**src/rtl/stream_ring_buffer.sv**
```systemverilog
// stream_ring_buffer: circular buffer, K-wide parallel write, J-wide read.
// Own wrapping pointers and occupancy count; valid/ready on both sides.
module stream_ring_buffer #(
  parameter int SIZE  = 16,
  parameter int WIDTH = 4,
  parameter int K     = 8,
  parameter int J     = 4,
  parameter int BIT   = $clog2(SIZE)
) (
  input  logic               clk,
  input  logic               rst,
  input  logic               clr,
  input  logic               in_valid,
  output logic               in_ready,
  input  logic [WIDTH*K-1:0] par_in,
  output logic               out_valid,
  input  logic               out_ready,
  output logic [WIDTH*J-1:0] par_out,
  output logic [BIT:0]       count,
  output logic               full,
  output logic               empty
);

  localparam logic [BIT:0] KC  = (BIT+1)'(K);
  localparam logic [BIT:0] JC  = (BIT+1)'(J);
  localparam logic [BIT:0] SC  = (BIT+1)'(SIZE);
  localparam logic [BIT:0] LIM = (BIT+1)'(SIZE - K);

  logic [WIDTH-1:0] r_mem [SIZE];
  logic [BIT-1:0]   r_wr_ptr;
  logic [BIT-1:0]   r_rd_ptr;
  logic [BIT:0]     r_count;
  logic             w_wr;
  logic             w_rd;

  assign in_ready  = (r_count <= LIM);
  assign out_valid = (r_count >= JC);
  assign full      = (r_count == SC);
  assign empty     = (r_count == '0);
  assign count     = r_count;
  assign w_wr      = in_valid && in_ready;
  assign w_rd      = out_valid && out_ready;

  // Head-of-queue view: J entries from rd_ptr, wrapping mod SIZE
  always_comb begin
    par_out = '0;
    for (int i = 0; i < J; i++) begin
      par_out[i*WIDTH +: WIDTH] = r_mem[r_rd_ptr + BIT'(i)];
    end
  end

  // Pointer/count state; flush keeps memory, reset zeroes it
  always_ff @(posedge clk) begin
    if (!rst) begin
      r_wr_ptr <= '0;
      r_rd_ptr <= '0;
      r_count  <= '0;
    end else if (clr) begin
      r_wr_ptr <= '0;
      r_rd_ptr <= '0;
      r_count  <= '0;
    end else begin
      if (w_wr) r_wr_ptr <= r_wr_ptr + BIT'(K);
      if (w_rd) r_rd_ptr <= r_rd_ptr + BIT'(J);
      r_count <= r_count + (w_wr ? KC : '0) - (w_rd ? JC : '0);
    end
  end

  // Storage: K elements land at wr_ptr.., straddling the top if needed
  always_ff @(posedge clk) begin
    if (!rst) begin
      for (int i = 0; i < SIZE; i++) begin
        r_mem[i] <= '0;
      end
    end else if (!clr && w_wr) begin
      for (int i = 0; i < K; i++) begin
        r_mem[r_wr_ptr + BIT'(i)] <= par_in[i*WIDTH +: WIDTH];
      end
    end
  end

endmodule
```
**config.mk**
```make
export PLATFORM = sky130hd
export DESIGN_NAME = stream_ring_buffer
export DESIGN_NICKNAME = d
export VERILOG_FILES = /design/src/rtl/stream_ring_buffer.sv
export SDC_FILE = /design/constraint.sdc
export NUM_CORES = 1
export LEC_CHECK = 0
export ABC_AREA = 0
export ABC_CLOCK_PERIOD_IN_PS = 4650
export CORE_MARGIN = 5
export CORE_UTILIZATION = 32
export DETAILED_ROUTE_END_ITERATION = 7
export GPL_TIMING_DRIVEN = 0
export PLACE_DENSITY = 0.55
export SYNTH_ARGS = -nofsm -noshare
export SYNTH_HDL_FRONTEND = slang
export SYNTH_SLANG_ARGS = --single-unit
```
**constraint.sdc**
```tcl
create_clock -name clk -period 4.65 [get_ports clk]
set_input_delay 0.465 -clock clk [delete_from_list [all_inputs] [get_ports clk]]
set_output_delay 0.465 -clock clk [all_outputs]
set_load 0.1 [all_outputs]
```
==> run summary, run 1 <==
outcome -> complete, no violations
Crit Path Max Fanout -> 10
vias per cell -> 4.77
first drt pass iteration count -> 4
share of cells above drive strength 1 -> 20.8%
worst vdd ir -> 0.284 mV
top_reg_cell synth -> edfxtp_1
initial antenna violation count -> 0
Worst-path clk slew -> 60 ps
overall routing resource usage -> 12.3%
Clk Latency, worst-skew pair -> 340 ps
Post-synth top cells -> 64 x and3_1, 64 x edfxtp_1, 16 x mux4_2, 8 x buf_6, 8 x dfxtp_1
Die Footprint -> 12200 sq um
combinational power share -> 42.4%
worst path cell trace -> buf_4 -> buf_6 -> mux4_2 -> clkdlybuf4s50_1
Post-DP HPWL -> 5.14 mm
hold bufs inserted after CTS -> 0
fmax -> 0.334 GHz
vias in the first global route -> 2186
CP Class -> register to primary output
largest net degree at the start of global routing -> 19
initial core utilization -> 32.9%
final wirelength -> 7.20 mm
FILL cells -> 937
Synth async-reset ratio -> 0%
Design Area, Final -> 4270 sq um
Critical Path AT -> 2530 ps
Die Y -> 110 microns
Util after Layout -> 43.5%
initial DRC count -> 81
synthesized flop and latch total -> 72
Post-CTS Setup Repair Bufs -> 0
share of power burned in registers -> 36.8%
Int Pwr -> 0.00130 W
fin crit period -> 2990 ps
max-slew violations -> 0
Clock Tree Buf Depth -> 2
fin crit share -> 64.3%
Worst Clk Skew -> 7.96 ps
WL/cell -> 17.3 microns
Area growth, synth to finish -> 32.2%
Slew @ Worst Pin -> 976 ps
Worst setup EP type -> primary output
RSZ-0062 raised after global routing -> no
Worst slew margin -> 34.7%
# rows -> 36
clock network fraction of design power -> 20.8%
NetSw -> 0.000910 W
remaining global-route overflow -> 0
clock tree sinks -> 72
P per Cell Area -> 518 nW/um^2
global-route wire length before repair -> 11.6 mm
sw frac -> 41.1%
Syn Area/Cell -> 15.9 sq um
H-tree levels -> 3
placed cell areas -> 4090 sq um
RePlAce Congestion -> 0.703
width of the die -> 110 microns
share of the synthesized area in the top cell type -> 59.5%
Via Count -> 1984
critical path's largest stage delay -> 990 ps
CTS resizes -> 0
static leakage -> 1.76 nW
# nets final -> 318
EDFF count, synth -> 64
Max-cap violations -> 0
ANT cells -> 0
setup violators final -> 0
post-route DRC violation count -> 0
# port buffers -> 59
CP delay by family, top -> buffers and inverters
critical path required time -> 4180 ps
Cell Area, Synth -> 3230 sq um
Unique masters post-synth -> 25
Root Buffer -> clkbuf_8
Core Box Area -> 9820 sq um
Startpoint Class -> register
antenna-violating nets left -> 0
CTS tree -> yes
Synth Warn # -> 0
I/O pin cnt -> 62
cts bufs inserted -> 9
Buf/Inv on CP -> 3
Hold WC Path Type -> register to register
sequential-to-total area share from yosys stat -> 64.4%
Area contributors post-synth -> edfxtp_1 59%, and3_1 12%, mux4_2 11%
CP max stage cell -> clkdlybuf4s50_1
Total Power -> 0.00221 W
Synth Instances -> 203
final hold violations -> 0
area leader, netlist -> edfxtp_1
## metal layers
| metal | GRT usage (%) | routed length [microns] | up-vias |
|---|---|---|---|
| li1 | - | - | 937 |
| met1 | 14.1 | 2780 | 953 |
| met2 | 21.8 | 3810 | 77 |
| met3 | 2.63 | 425 | 17 |
| met4 | 5.75 | 183 | 0 |
| met5 | 0 | 0 | - |
## placed cells by master, fill, tap and decap left out, drive strengths merged
cell,synthesis,layout
and3,64,64
edfxtp,64,64
clkdlybuf4s50,0,59
clkbuf,6,17
buf,13,17
mux4,16,16
dfxtp,8,8
nor2,8,8
inv,6,6
clkinv,0,4
o31ai,3,3
xor2,2,2
xnor2,2,2
ha,2,2
conb,1,2
a21oi,1,1
and2,1,1
nor3b,1,1
or3,1,1
nand2b,1,1
o311ai,1,1
mux2,1,1
fa,1,1
bufinv,0,1
## power by group through the flow
stage	Combinational (W)	Sequential [W]	Clock, W
global route	0.000985	0.000824	0.000499
global placement	0.000926	0.000833	0
detailed placement	0.000949	0.000830	0
floorplan	0.000642	0.000887	0
CTS	0.000950	0.000815	0.000467
finish	0.000938	0.000814	0.000460
## area by class of cell
class                           count  area (sq um)  area share [%]
Clock inverter                      5          47.5            1.11
Buffer                             19           153            3.57
Tap cell                          133           166            3.90
Sequential cell                    72          2080            48.7
Inverter                            6          22.5           0.527
Timing Repair Buffer               63           663            15.5
Multi-Input combinational cell    107          1010            23.5
Clock buffer                       11           131            3.08
## worst paths after layout
kind / slack (ps) / cells past startpoint / end / from
worst min-delay path: 640 / 2 / count[4]$_SDFF_PP0_ / count[4]$_SDFF_PP0_
worst max register to register: 2540 / 8 / count[4]$_SDFF_PP0_ / count[2]$_SDFF_PP0_
worst max-delay path: 1660 / 4 / par_out[13] / r_rd_ptr[2]$_SDFFE_PP0P_
worst min register to register: 640 / 2 / count[4]$_SDFF_PP0_ / count[4]$_SDFF_PP0_
## cells by family after synthesis
kind of cell	after synthesis	synth area share (%)
and+or+nand+nor	76	14.7
DFF	72	64.4
buffers and inverters	25	5.42
muxes	17	11.5
AOI/OAI and AO/OA	5	1.39
xor gates and xnor gates	4	1.08
adders and majority gates	3	1.39
other	1	0.116
## state kept, by name, indices dropped and copies added, names as in the netlist, named ones only
name / cells
r_rd_ptr: 2
r_wr_ptr: 1
r_mem: 64
count: 3
## worst min-delay path, cell delays in order, from the launching register on
cell	delay [ps]
dfxtp_1	390
xnor2_1	180
nor2_1	40
## per-stage QoR
stage          cells  worst slack, ps  hold WS [ps]  TNS, ps
2_1_floorplan    204             -404           631   -25830
4_1_cts          416             1600           643        0
6_report         416             1660           643        0
3_5_place_dp     400             1980           634        0
5_1_grt          416             1560           706        0
3_3_place_gp     396             -769           624   -46010
(Power assumes the default switching activity.)
==> run 2: changes to the inputs <==
Settings changed: ABC_CLOCK_PERIOD_IN_PS 4650 to 2730, PLACE_DENSITY 0.55 to 0.57.
Clock period 4.65 ns to 2.73 ns, I/O delays scaled along.
==> run 2 against run 1 <==
Against the previous run:
- wire length down 1.3%
- largest power group unchanged
- clock skew up 1.6 ps
- non-clock buffer count down 1
- utilization up 0.20 points
- sequential share of layout area about the same
==> run summary, run 2 (synthesized netlist as in run 1, its figures left out) <==
Critical Path AT -> 2350 ps (-180 ps)
setup violators final -> 0 (unchanged)
WL/cell -> 17.1 microns (-1.1%)
fmax -> 0.381 GHz
Area growth, synth to finish -> 32.8%
dpl ws -> 240 ps (-1740 ps)
Clock Tree Buf Depth -> 2 (unchanged)
Post-DP HPWL -> 5.04 mm (-2.0%)
hold depth -> 2 (unchanged)
RePlAce Congestion -> 0.722 (+2.7%)
worst path cell trace -> mux4_2 -> clkdlybuf4s50_1
initial core utilization -> 32.9% (unchanged)
worst vdd ir -> 0.596 mV (+110%)
fin crit share -> 96.1%
hold bufs inserted after CTS -> 0 (unchanged)
initial DRC count -> 108 (+33%)
clock tree sinks -> 72 (unchanged)
placed cell count -> 399 (-0.25%)
final wirelength -> 7.11 mm (-1.3%)
Final WS setup -> 108 ps (-1550 ps)
Worst-path clk slew -> 70 ps (about the same)
critical path required time -> 2460 ps (-1720 ps)
P per Cell Area -> 891 nW/um^2 (+72%)
post-route DRC violation count -> 0 (unchanged)
CTS resizes -> 9 (+9)
# port buffers -> 59 (unchanged)
width of the die -> 110 microns (unchanged)
Via Count -> 1950 (-1.7%)
Die Footprint -> 12200 sq um (unchanged)
Crit Path Max Fanout -> 4 (-6)
static leakage -> 1.79 nW (+2.0%)
overall routing resource usage -> 12.2% (-0.089 points)
most frequent cells in the layout -> 64 x and3_1, 64 x edfxtp_1, 50 x clkdlybuf4s50_1
Worst Clk Skew -> 9.60 ps (+1.64 ps)
Total Power -> 0.00383 W (+73%)
# rows -> 36 (unchanged)
initial antenna violation count -> 0 (unchanged)
worst reg-to-reg path cell count -> 5 (-3)
vias per cell -> 4.70 (-1.5%)
Biggest register -> r_mem
CP delay by family, top -> buffers and inverters
# nets final -> 317 (-0.31%)
Startpoint Class -> register
vias in the first global route -> 2167 (-0.87%)
antenna-violating nets left -> 0 (unchanged)
remaining global-route overflow -> 0 (unchanged)
ANT cells -> 0 (unchanged)
Post-CTS Setup Repair Bufs -> 0 (unchanged)
FILL cells -> 936 (-0.11%)
global-route wire length before repair -> 11.6 mm (-0.35%)
fin crit period -> 2620 ps
RSZ-0062 raised after global routing -> no
Root Buffer -> clkbuf_8
max reg flops -> 64 (unchanged)
R2R Setup Slk -> 720 ps (-1820 ps)
max-slew violations -> 0 (unchanged)
Worst setup EP type -> primary output
critical path's largest stage delay -> 990 ps (about the same)
Hold WC Path Type -> register to register
Finished Layout Cells -> 415 (-0.24%)
CP max stage cell -> clkdlybuf4s50_1
Max-cap violations -> 0 (unchanged)
Die Y -> 110 microns (unchanged)
Buf/Inv on CP -> 1 (-2)
I/O pin cnt -> 62 (unchanged)
Slew @ Worst Pin -> 983 ps (+7.02 ps)
CTS tree -> yes
CP Class -> register to primary output
largest net degree at the start of global routing -> 20 (+1)
outcome -> complete, no violations
share of cells above drive strength 1 -> 23.0% (+2.2 points)
Core Box Area -> 9820 sq um (unchanged)
Clk Latency, worst-skew pair -> 340 ps (about the same)
Worst slew margin -> 34.2% (-0.47 points)
Stages on worst setup path -> 2 (-2)
final hold violations -> 0 (unchanged)
cts bufs inserted -> 9 (unchanged)
first drt pass iteration count -> 4 (unchanged)
H-tree levels -> 3 (unchanged)
run 2: cell count changes in the layout (fill, tap and decap cells not counted):
cell | before | now
nor3b_1 | 1 | 0
nor3b_2 | 0 | 1
dfxtp_1 | 8 | 5
clkinv_1 | 2 | 1
clkbuf_8 | 9 | 11
a21oi_4 | 0 | 1
inv_4 | 0 | 1
inv_1 | 6 | 5
dlygate4sd2_1 | 0 | 9
dfxtp_4 | 0 | 3
buf_8 | 3 | 2
clkdlybuf4s50_1 | 59 | 50
a21oi_2 | 1 | 0
clkbuf_1 | 2 | 1
run 2: stage by stage:
stage / hold slack [ps] / util [%] / TNS (ps) / instance area [sq um]
after floorplan: 496 / - / -669 / 3290
after global placement: 568 / 41.2 / 0 / 4050
after detailed placement: 573 / 41.8 / 0 / 4100
after CTS: 591 / 43.7 / 0 / 4290
after global routing: 620 / 43.7 / 0 / 4290
final: 584 / 43.7 / 0 / 4290
run 2: layout make-up:
cell class / instances / area (sq um) / area share [%]
inverter: 6 / 25.0 / 0.583
clock inverter: 4 / 43.8 / 1.02
clock buffer: 12 / 155 / 3.62
multi-input combinational: 107 / 1020 / 23.7
tap: 133 / 166 / 3.88
buffer: 19 / 153 / 3.56
sequential: 72 / 2090 / 48.8
timing repair buffer: 62 / 637 / 14.8
run 2: final timing paths:
kind,to,startpoint
max,par_out[0],register
max reg2reg,r_mem[8][3]$_SDFFCE_PN0P_,count[3]$_SDFF_PP0_
min reg2reg,count[4]$_SDFF_PP0_,count[4]$_SDFF_PP0_
min,count[4]$_SDFF_PP0_,count[4]$_SDFF_PP0_
run 2: power breakdown:
group | internal (W) | total (W) | leakage [nW] | switching, W
logic | 0.000469 | 0.00159 | 0.954 | 0.00112
clock network | 0.000467 | 0.000837 | 0.104 | 0.000371
registers | 0.00133 | 0.00140 | 0.737 | 0.0000688
run 2: tightest hold or removal path: stages (launching register included):
cell     delay, ps
dfxtp_4        400
xnor2_1         80
nor2_1          70
run 2: layer usage:
layer / GRT usage (%) / up-vias / part of all wire, %
met2: 20.8 / 62 / 50
met1: 15.2 / 945 / 43
li1: - / 934 / -
met5: 0 / - / 0
met3: 2.68 / 9 / 5.3
met4: 4.43 / 0 / 1.5
==> run 3: changes to the inputs <==
Settings changed: PLACE_DENSITY 0.57 to 0.61.
==> run 3 against run 2 <==
Against the previous run:
- die area is the same
- wire length grew 1.4%
- flip-flop and latch count is the same
- clock skew shrank 4.9 ps
- sequential share of layout area grew 0.057 points
- first-iteration DRC count shrank 60%
- non-clock buffer count is the same
- combinational power is essentially flat
==> run summary, run 3 (synthesized netlist as in run 1, its figures left out) <==
fin crit share -> 94.3% (-1.8 points)
setup violators final -> 0 (unchanged)
fin crit period -> 2570 ps (-48.1 ps)
P per Cell Area -> 888 nW/um^2 (-0.40%)
vias in the first global route -> 2162 (-0.23%)
share of cells above drive strength 1 -> 23.4% (+0.35 points)
overall routing resource usage -> 12.2% (about the same)
I/O pin cnt -> 62 (unchanged)
worst path cell trace -> buf_4 -> mux4_2 -> clkdlybuf4s50_1
Die Footprint -> 12200 sq um (unchanged)
global-route wire length before repair -> 11.6 mm (-0.36%)
Worst setup EP type -> primary output
Post-CTS Setup Repair Bufs -> 0 (unchanged)
final hold violations -> 0 (unchanged)
post-route DRC violation count -> 0 (unchanged)
Area growth, synth to finish -> 32.6%
cts bufs inserted -> 9 (unchanged)
Post-DP HPWL -> 5.00 mm (-0.79%)
Core Box Area -> 9820 sq um (unchanged)
first drt pass iteration count -> 4 (unchanged)
width of the die -> 110 microns (unchanged)
Biggest register -> r_mem
WL/cell -> 17.4 microns (+1.4%)
final wirelength -> 7.21 mm (+1.4%)
FILL cells -> 952 (+1.7%)
# rows -> 36 (unchanged)
worst vdd ir -> 0.801 mV (+34%)
Clock Tree Buf Depth -> 2 (unchanged)
CP delay by family, top -> buffers and inverters
# port buffers -> 59 (unchanged)
ANT cells -> 0 (unchanged)
initial core utilization -> 32.9% (unchanged)
Worst-path clk slew -> 70 ps (about the same)
remaining global-route overflow -> 0 (unchanged)
CP max stage cell -> clkdlybuf4s50_1
Startpoint Class -> register
hold bufs inserted after CTS -> 0 (unchanged)
Crit Path Max Fanout -> 5 (+1)
clock tree sinks -> 72 (unchanged)
Util after Layout -> 43.7% (-0.051 points)
most frequent cells in the layout -> 64 x and3_1, 64 x edfxtp_1, 46 x clkdlybuf4s50_1
Hold WC Path Type -> register to register
placed cell areas -> 4090 sq um (-0.31%)
static leakage -> 1.83 nW (+2.1%)
Buf/Inv on CP -> 2 (+1)
RePlAce Congestion -> 0.688 (-4.7%)
placed cell count -> 399 (unchanged)
Design Area, Final -> 4290 sq um (-0.12%)
Critical Path AT -> 2300 ps (-50 ps)
Slew @ Worst Pin -> 970 ps (-13.8 ps)
fmax -> 0.388 GHz (+1.9%)
Via Count -> 1957 (+0.36%)
Finished Layout Cells -> 415 (unchanged)
CTS tree -> yes
initial antenna violation count -> 0 (unchanged)
critical path's largest stage delay -> 980 ps (about the same)
Root Buffer -> clkbuf_8
Worst slew margin -> 35.1% (+0.92 points)
initial DRC count -> 43 (-60%)
largest net degree at the start of global routing -> 21 (+5.0%)
CTS resizes -> 9 (unchanged)
Die Y -> 110 microns (unchanged)
RSZ-0062 raised after global routing -> no
H-tree levels -> 3 (unchanged)
Worst Clk Skew -> 4.74 ps (-4.86 ps)
critical path required time -> 2460 ps (about the same)
outcome -> complete, no violations
Clk Latency, worst-skew pair -> 330 ps (about the same)
max-slew violations -> 0 (unchanged)
vias per cell -> 4.72 (+0.36%)
# nets final -> 317 (unchanged)
Max-cap violations -> 0 (unchanged)
max reg flops -> 64 (unchanged)
R2R Setup Slk -> 740 ps (+20 ps)
antenna-violating nets left -> 0 (unchanged)
CP Class -> register to primary output
[run 3: through the flow]
stage          hold slack [ps]  setup slack (ps)  TNS [ps]  total power (W)
2_1_floorplan              496             -20.9      -669          0.00264
3_3_place_gp               565              51.2         0          0.00302
3_5_place_dp               571               239         0          0.00304
4_1_cts                    590              35.2         0          0.00384
5_1_grt                    632              86.1         0          0.00397
6_report                   585               156         0          0.00381
[run 3: worst reg2reg max path, delay by kind of cell (launching register included)]
family	cells	cell delay, ps
AND/OR/NAND/NOR	1	170
buffers and inverters	2	330
flip-flops	1	380
AO/OA/AOI/OAI	2	810
[run 3: worst paths after layout]
path / start / endpoint / cells past startpoint
setup / recovery: r_rd_ptr[2]$_SDFFE_PP0P_ / par_out[15] / 3
hold / removal: count[4]$_SDFF_PP0_ / count[4]$_SDFF_PP0_ / 2
setup reg to reg: count[3]$_SDFF_PP0_ / r_mem[4][0]$_SDFFCE_PN0P_ / 5
hold reg to reg: count[4]$_SDFF_PP0_ / count[4]$_SDFF_PP0_ / 2
[run 3: final cells by class]
type	instances	area, sq um	area share [%]
Sequential cell	72	2090	48.8
Multi-Input combinational cell	107	1020	23.8
Timing Repair Buffer	62	634	14.8
Tap cell	133	166	3.88
Buffer	19	153	3.56
Clock buffer	10	138	3.21
Clock inverter	6	58.8	1.37
Inverter	6	25.0	0.584
[run 3: power by group]
group / internal [W] / leakage, nW / total [W] / switching, W
clock network: 0.000440 / 0.0957 / 0.000825 / 0.000385
registers: 0.00133 / 0.737 / 0.00140 / 0.0000708
logic: 0.000461 / 1.00 / 0.00158 / 0.00112
[run 3: per-layer routing]
layer  up-vias  global-route usage, %  share of wire, %
li1        933                      -                 -
met1       958                   15.6                45
met5         -                      0                 0
met4         0                   4.60               1.4
met3         9                   2.95               3.8
met2        57                   20.1                50
